## src/rtl/instruction_fetch_unit.sv

```systemverilog
// Instruction fetch/decode front end: program memory, pc, ir and a sequencer that
// resolves jumps/branches/halt locally. Optional breakpoint logic under IFETCH_BREAKPOINT_EN.
//
// state  | meaning
// IDLE   | waiting for start after reset
// FETCH  | reading mem[pc] into the read register
// DECODE | latch ir, resolve class (ALU issue, JMP, JZ, HALT)
// ISSUE  | ALU instruction presented, waiting for out_ready
// HALT   | stopped by HALT instruction or breakpoint, waiting for start
module instruction_fetch_unit #(
  parameter int ADDR_W = 4,
  parameter int DATA_W = 8
) (
  input  logic              clk,
  input  logic              rst,
  input  logic              start,
  input  logic              prog_we,
  input  logic [ADDR_W-1:0] prog_addr,
  input  logic [15:0]       prog_data,
  input  logic              zero_flag,
  output logic              out_valid,
  input  logic              out_ready,
  output logic [2:0]        out_opcode,
  output logic [DATA_W-1:0] out_imm,
  output logic [ADDR_W-1:0] pc,
`ifdef IFETCH_BREAKPOINT_EN
  input  logic              brk_en,
  input  logic [ADDR_W-1:0] brk_addr,
  output logic              brk_hit,
`endif
  output logic              halted
);

  typedef enum logic [2:0] {
    S_IDLE   = 3'd0,
    S_FETCH  = 3'd1,
    S_DECODE = 3'd2,
    S_ISSUE  = 3'd3,
    S_HALT   = 3'd4
  } state_t;

  localparam logic [1:0] CLS_ALU  = 2'b00;
  localparam logic [1:0] CLS_JMP  = 2'b01;
  localparam logic [1:0] CLS_JZ   = 2'b10;

  state_t state, state_nx;

  logic [15:0]       mem [2**ADDR_W];
  logic [15:0]       rd_data;
  logic [15:0]       ir, ir_nx;
  logic [ADDR_W-1:0] pc_nx;
  logic              valid_nx;
  logic [2:0]        opcode_nx;
  logic [DATA_W-1:0] imm_nx;
  logic              halted_nx;
  logic              rd_en;
  logic              mem_we;
`ifdef IFETCH_BREAKPOINT_EN
  logic              brk_nx;
`endif

  // Writes are accepted only while the sequencer is parked.
  assign mem_we = prog_we && ((state == S_IDLE) || (state == S_HALT));

  always_ff @(posedge clk) begin
    if (mem_we) mem[prog_addr] <= prog_data;
    if (rd_en)  rd_data <= mem[pc];
  end

  always_ff @(posedge clk or negedge rst) begin
    if (!rst) begin
      state      <= S_IDLE;
      pc         <= '0;
      ir         <= '0;
      out_valid  <= 1'b0;
      out_opcode <= '0;
      out_imm    <= '0;
      halted     <= 1'b0;
`ifdef IFETCH_BREAKPOINT_EN
      brk_hit    <= 1'b0;
`endif
    end else begin
      state      <= state_nx;
      pc         <= pc_nx;
      ir         <= ir_nx;
      out_valid  <= valid_nx;
      out_opcode <= opcode_nx;
      out_imm    <= imm_nx;
      halted     <= halted_nx;
`ifdef IFETCH_BREAKPOINT_EN
      brk_hit    <= brk_nx;
`endif
    end
  end

  always_comb begin
    state_nx  = state;
    pc_nx     = pc;
    ir_nx     = ir;
    valid_nx  = out_valid;
    opcode_nx = out_opcode;
    imm_nx    = out_imm;
    halted_nx = halted;
    rd_en     = 1'b0;
`ifdef IFETCH_BREAKPOINT_EN
    brk_nx    = brk_hit;
`endif
    case (state)
      S_IDLE: begin
        if (start) state_nx = S_FETCH;
      end
      S_FETCH: begin
`ifdef IFETCH_BREAKPOINT_EN
        if (brk_en && (pc == brk_addr)) begin
          halted_nx = 1'b1;
          brk_nx    = 1'b1;
          state_nx  = S_HALT;
        end else begin
          rd_en    = 1'b1;
          state_nx = S_DECODE;
        end
`else
        rd_en    = 1'b1;
        state_nx = S_DECODE;
`endif
      end
      S_DECODE: begin
        // Decode straight from the read register; ir captures the same word.
        ir_nx = rd_data;
        case (rd_data[12:11])
          CLS_ALU: begin
            opcode_nx = rd_data[15:13];
            imm_nx    = DATA_W'(rd_data[7:0]);
            valid_nx  = 1'b1;
            pc_nx     = pc + 1'b1;
            state_nx  = S_ISSUE;
          end
          CLS_JMP: begin
            pc_nx    = rd_data[ADDR_W-1:0];
            state_nx = S_FETCH;
          end
          CLS_JZ: begin
            pc_nx    = zero_flag ? rd_data[ADDR_W-1:0] : pc + 1'b1;
            state_nx = S_FETCH;
          end
          default: begin
            halted_nx = 1'b1;
            state_nx  = S_HALT;
          end
        endcase
      end
      S_ISSUE: begin
        if (out_ready) begin
          valid_nx = 1'b0;
          state_nx = S_FETCH;
        end
      end
      S_HALT: begin
        if (start) begin
          pc_nx     = '0;
          halted_nx = 1'b0;
`ifdef IFETCH_BREAKPOINT_EN
          brk_nx    = 1'b0;
`endif
          state_nx  = S_FETCH;
        end
      end
      default: state_nx = S_IDLE;
    endcase
  end

endmodule

```

## config.mk

```make
export PLATFORM = sky130hd
export DESIGN_NAME = instruction_fetch_unit
export DESIGN_NICKNAME = d
export VERILOG_FILES = /design/src/rtl/instruction_fetch_unit.sv
export SDC_FILE = /design/constraint.sdc
export NUM_CORES = 1
export LEC_CHECK = 0
export CAP_MARGIN = 5
export CORE_ASPECT_RATIO = 1.2
export CORE_MARGIN = 4
export CORE_UTILIZATION = 40
export DETAILED_ROUTE_END_ITERATION = 12
export GPL_ROUTABILITY_DRIVEN = 0
export MAX_ROUTING_LAYER = met4
export PLACE_DENSITY = 0.67
export SLEW_MARGIN = 10
export SYNTH_ARGS = -nofsm -noshare
export SYNTH_HDL_FRONTEND = slang
export SYNTH_SLANG_ARGS = --single-unit
```

## constraint.sdc

```tcl
create_clock -name clk -period 2.5 [get_ports clk]
set_input_delay 0.75 -clock clk [delete_from_list [all_inputs] [get_ports clk]]
set_output_delay 0.75 -clock clk [all_outputs]
set_load 0.1 [all_outputs]
```

## Word level (Yosys, flattened, before mapping)

Memories as Yosys holds them, arrays and structs flattened. A register that Yosys moved wholly into a read port is not among the register bits.
Index checks and enable logic that the tools add are counted.
Widths: inputs -> output; s select.

| word-level totals | value |
|---|---|
| register bits | 20 |
| bits in writable memories | 256 |
| output and inout bits | 17 |
| word-level logic and storage cells | 51 |
| memories kept | 1 |

Memories:

| memory | depth | bits a word | rd ports | clocked after memory_dff | write ports | RTL line | text |
|---|---|---|---|---|---|---|---|
| mem | 16 | 16 | 1 | 1 | 1 | 48 | `logic [15:0] mem [2**ADDR_W];` |

| cells by class | value |
|---|---|
| $add $sub $neg | 1 |
| equal/unequal tests | 12 |
| mux-type cells | 17 |
| reduce and logical (&&, ||, !) cells | 14 |

Operators with widths:

| kind | number |
|---|---|
| $pmux 3 s4 | 1 |
| $pmux 4 s3 | 1 |
| $reduce_and 3->1 | 3 |
| $mux 4 | 2 |
| $ne 2x2->1 const B | 4 |
| $pmux 4 s2 | 1 |
| $mux 1 | 7 |
| $eq 3x2->1 const B | 2 |
| $mux 3 | 2 |
| $pmux 3 s2 | 1 |
| $add 4x1->4 const B | 1 |
| $ne 4x4->1 const B | 1 |
| $pmux 1 s2 | 2 |
| $reduce_and 2->1 | 2 |
| $reduce_bool 2->1 | 2 |
| $reduce_or 2->1 | 2 |
| $eq 3x1->1 const B | 1 |
| $eq 3x3->1 const B | 1 |
| $logic_not 3->1 | 1 |
| $reduce_or 3->1 | 1 |
| $eq 2x1->1 const B | 1 |
| $eq 2x2->1 const B | 1 |
| $logic_not 2->1 | 1 |
| $ne 2x1->1 const B | 1 |
| other kinds (2) | 2 |

## Logic depth before layout (Yosys ltp)

Gate-level depths: netlist of the first run.

| logic depth | value |
|---|---|
| depth after elaboration | 5 |
| gate-level depth with buffers | 6 |
| mapped depth without buffers | 6 |

## Least setup slack after synthesis of the first run

OpenSTA, ideal clock, no wires.

| timing | value |
|---|---|
| path kind | input to register |
| start point | in prog_we |
| end point | mem mem[0][0] (enable) |
| library setup time | 0.399 ns |
| arrival time | 2.425 ns |
| slack | -0.324 ns |
| stages | 3 |
| path buffers | 0 |
| cell sequence | or3b_1 or3_1 nor3_1 |

| on the way | value |
|---|---|
| cells in the longest elaborated chain, start to end | 3 |

RTL lines:

| element | RTL line | text |
|---|---|---|
| start, declared | 17 | `input logic prog_we,` |
| $logic_and 1x1->1 | 63 | `assign mem_we = prog_we && ((state == S_IDLE) \|\| (state == S_HALT));` |
| $mux 1 | 66 | `if (mem_we) mem[prog_addr] <= prog_data;` |
| $mux 1 (not written as such) | 66 |  |
| end, declared | 48 |  |

No other way between the ends.

## Final worst setup path of the first run

| timing | value |
|---|---|
| start point | in prog_we |
| end point | mem mem[4][14] (enable) |

The elaborated chain is that of the path after synthesis.

==> metrics.yaml, run 1 <==
placed_design:
  port_buffers: 39
  hpwl_mm: 12.28
  dpl.cell_count: 872
critical_path:
  critPathBufInv: 2
  cp_num_cells: 5
  cp_top_family: "simple AND/OR/NAND/NOR gates"
  path_cells: "clkdlybuf4s50_1 -> or3b_1 -> or3_1 -> nor2_1 -> buf_4"
  cp_max_fo: 7
  worstSetupStartpointType: "primary input"
  endpoint: "mem[4][14]"
  required_ns: 2.71
  crit_path_max_incr_delay_ns: 0.48
  crit_path_top_delay_cell: "clkdlybuf4s50_1"
  crit_type: "primary input to register"
  critical_path_arrival_ns: 2.49
  rr_worst_depth: 4
  r2r_setup_slack_ns: 0.53
  cp-startpoint: "prog_we"
  worst_setup_path_end_kind: "register"
  r2r_end: "rd_data[13]"
  r2r_start: "pc[0]"
run:
  maxCapViolCount: 0
yosys:
  yosys_warnings: 0
  netlist_instances: 504
  syn_nets: 536
  syn_area_um2: 9574
  synth-seq-cells: 241
  synth.distinct_cells: 39
  ys_seq_area_frac: 0.7454
  syn_area_per_cell_um2: 19.00
clocking:
  cts_num_sinks: 241
  hold_buffers: 0
  cts_resized: 0
  numCtsBuffers: 23
  clk_pin_slew_ns: 0.06
  cts-root-buf: "clkbuf_16"
  clk-insertion-delay-late_ns: 0.50
  cts_max_level: 1
  post-cts-setup-buffers: 0
  cts_buffer_depth: 3
  cts_tree: "built"
route:
  first_pass_iters: 5
  postRouteAntennaNets: 0
  drtIter0Drc: 395
  vias: 4765
  routed_via_density: 5.219
  routed_wl_mm: 17.88
  route.detailed.wl_per_inst_um: 19.58
  drc: 0
worst_hold_path:
  hold_class: "register to register"
timing:
  max_freq_mhz: 438.8
  slew_viol_final: 0
  period_needed_ns: 2.279
  slew_headroom: 0.5589
  setup_viol: 0
  hold_viol_final: 0
  period_share: 0.9116
  worst_pin_slew_ns: 0.6596
  rsz0062_at_grt: "no"
  finClkSkew_ns: 0.007177
floorplanning:
  ios: 43
  die_y_um: 177.5
  start_util: 0.4099
  placementRows: 61
  core_um2: 23350
  die-area_um2: 26480
  die_w_um: 149.2
pwr:
  p_per_area_nw_per_um2: 1074
  p_total_uw: 12120
  ir_drop_mv: 0.4650
  leakagePower_uw: 0.003800
final_layout:
  nFillCells: 1937
  area_growth_pct: 17.86
  post_layout_nonfiller_instances: 913
  n_antenna_cell: 0
  drive_gt1_frac: 0.2324
  fin_nets: 614
  finish.utilization: 0.4832
grt:
  grt_pass1_vias: 5036
  track_usage: 0.1423
  grt_max_degree: 44
  antenna_found_initial: 0
  gr-total-overflow: 0
  grt_pass1_wl_mm: 28.41
outcome:
  status: "finished, final reports clean"
==> where the power goes <==
group	total [uW]	internal [uW]	switching, uW
logic	3800	1380	2420
clock network	3320	1950	1370
registers	5000	4810	191
total	12100	8140	3990
==> Yosys cell counts (all sizes together) <==
master / count / area, um2
nor2: 18 / 67.56
buf: 22 / 166.4
mux4: 26 / 585.6
nand4: 1 / 6.260
nor3b: 2 / 15.01
and2b: 1 / 7.510
o22ai: 1 / 6.260
o21ai: 17 / 85.08
or4b: 1 / 10.01
a32oi: 1 / 8.760
nand2b: 4 / 25.02
a22oi: 15 / 112.6
and2: 1 / 6.260
xnor2: 1 / 8.760
nor4b: 1 / 8.760
a21oi: 7 / 35.03
or3b: 1 / 8.760
nand3: 1 / 5.000
a221oi: 27 / 324.1
mux2i: 52 / 520.5
and4bb: 1 / 12.51
inv: 4 / 15.01
nor2b: 2 / 12.51
clkbuf: 4 / 15.01
ha: 6 / 75.07
o2bb2ai: 3 / 26.28
nand3b: 2 / 15.01
nand2: 23 / 86.33
or3: 1 / 6.260
a21o: 1 / 7.510
nor3: 4 / 20.02
dfrtp: 20 / 500.5
edfxtp: 221 / 6636
mux2: 11 / 123.9
a22o: 1 / 8.760
==> metrics by stage <==
stage / hold WS (ns) / TNS, ns / area [um2] / setup slack [ns]
6_report: 0.4666 / 0 / 11280 / 0.2210
5_1_grt: 0.4868 / 0 / 11280 / 0.1154
4_1_cts: 0.4634 / 0 / 11280 / 0.2337
3_5_place_dp: 0.4507 / -36.56 / 10550 / -0.2708
3_3_place_gp: 0.4512 / -32.15 / 10550 / -0.2350
2_1_floorplan: 0.4390 / 0 / 9589 / 0.02192
==> routing by layer <==
| layer | track usage | vias to the layer above | routed length (um) |
|---|---|---|---|
| li1 | - | 2210 | - |
| met1 | 0.1832 | 2418 | 7693 |
| met2 | 0.2395 | 109 | 9073 |
| met3 | 0.01839 | 28 | 771 |
| met4 | 0.04044 | 0 | 343 |
| met5 | - | - | 0 |
==> worst min-delay path by stage <==
stage	from	to	cells past startpoint
finish	rd_data[14]	out_opcode[1]	1
global route	rd_data[14]	out_opcode[1]	1
CTS	rd_data[14]	out_opcode[1]	1
detailed placement	rd_data[14]	out_opcode[1]	1
global placement	rd_data[6]	out_imm[6]	1
floorplan	rd_data[4]	out_imm[4]	1
==> placed cells by master, fill, tap and decap left out, types with 2 or more instances in the layout <==
master | netlist | layout
a21oi_1 | 7 | 7
a221oi_1 | 13 | 13
a221oi_2 | 14 | 14
a22oi_1 | 15 | 15
buf_12 | 0 | 7
buf_4 | 5 | 50
bufinv_16 | 0 | 2
clkbuf_1 | 4 | 3
clkbuf_16 | 0 | 23
clkbuf_8 | 0 | 2
clkdlybuf4s50_1 | 0 | 22
clkinv_1 | 0 | 4
clkinv_2 | 0 | 4
clkinvlp_4 | 0 | 2
dfrtp_1 | 20 | 19
edfxtp_1 | 221 | 221
ha_1 | 6 | 6
inv_1 | 4 | 4
mux2_1 | 10 | 10
mux2i_1 | 52 | 52
mux4_2 | 26 | 26
nand2_1 | 23 | 23
nand2b_1 | 4 | 4
nand3b_1 | 2 | 2
nor2_1 | 18 | 18
nor3_2 | 0 | 4
o21ai_0 | 17 | 17
o2bb2ai_1 | 3 | 3
==> cell families after synthesis <==
| family | Yosys count | share of synthesized area |
|---|---|---|
| buf+inv | 30 | 0.02052 |
| simple gates | 64 | 0.03267 |
| xor+xnor | 1 | 0.0009150 |
| flops | 241 | 0.7454 |
| mux | 89 | 0.1285 |
| fa+ha+maj | 6 | 0.007841 |
| compound gates | 73 | 0.06417 |
==> state kept, by name (all words and copies together), names as in the netlist <==
name        flops
mem           208
out_imm         8
halted          1
out_valid       1
rd_data        13
out_opcode      3
pc              4
state           3
==> cell type report <==
type                       count  area (um2)  area share
sequential                   241        7141      0.6328
multi-input combinational    233        2268      0.2010
timing repair buffer          79       735.7     0.06520
clock buffer                  28       614.3     0.05444
tap                          315       394.1     0.03493
clock inverter                13       116.4     0.01031
inverter                       4       15.01    0.001331
No activity file was read; power rests on OpenSTA's default activity.
==> inputs of run 2 (changes only) <==
Settings changed: TNS_END_PERCENT set to 100.
==> results of run 2 <==
Final layout, timing and power as in run 1 (identical DEF).
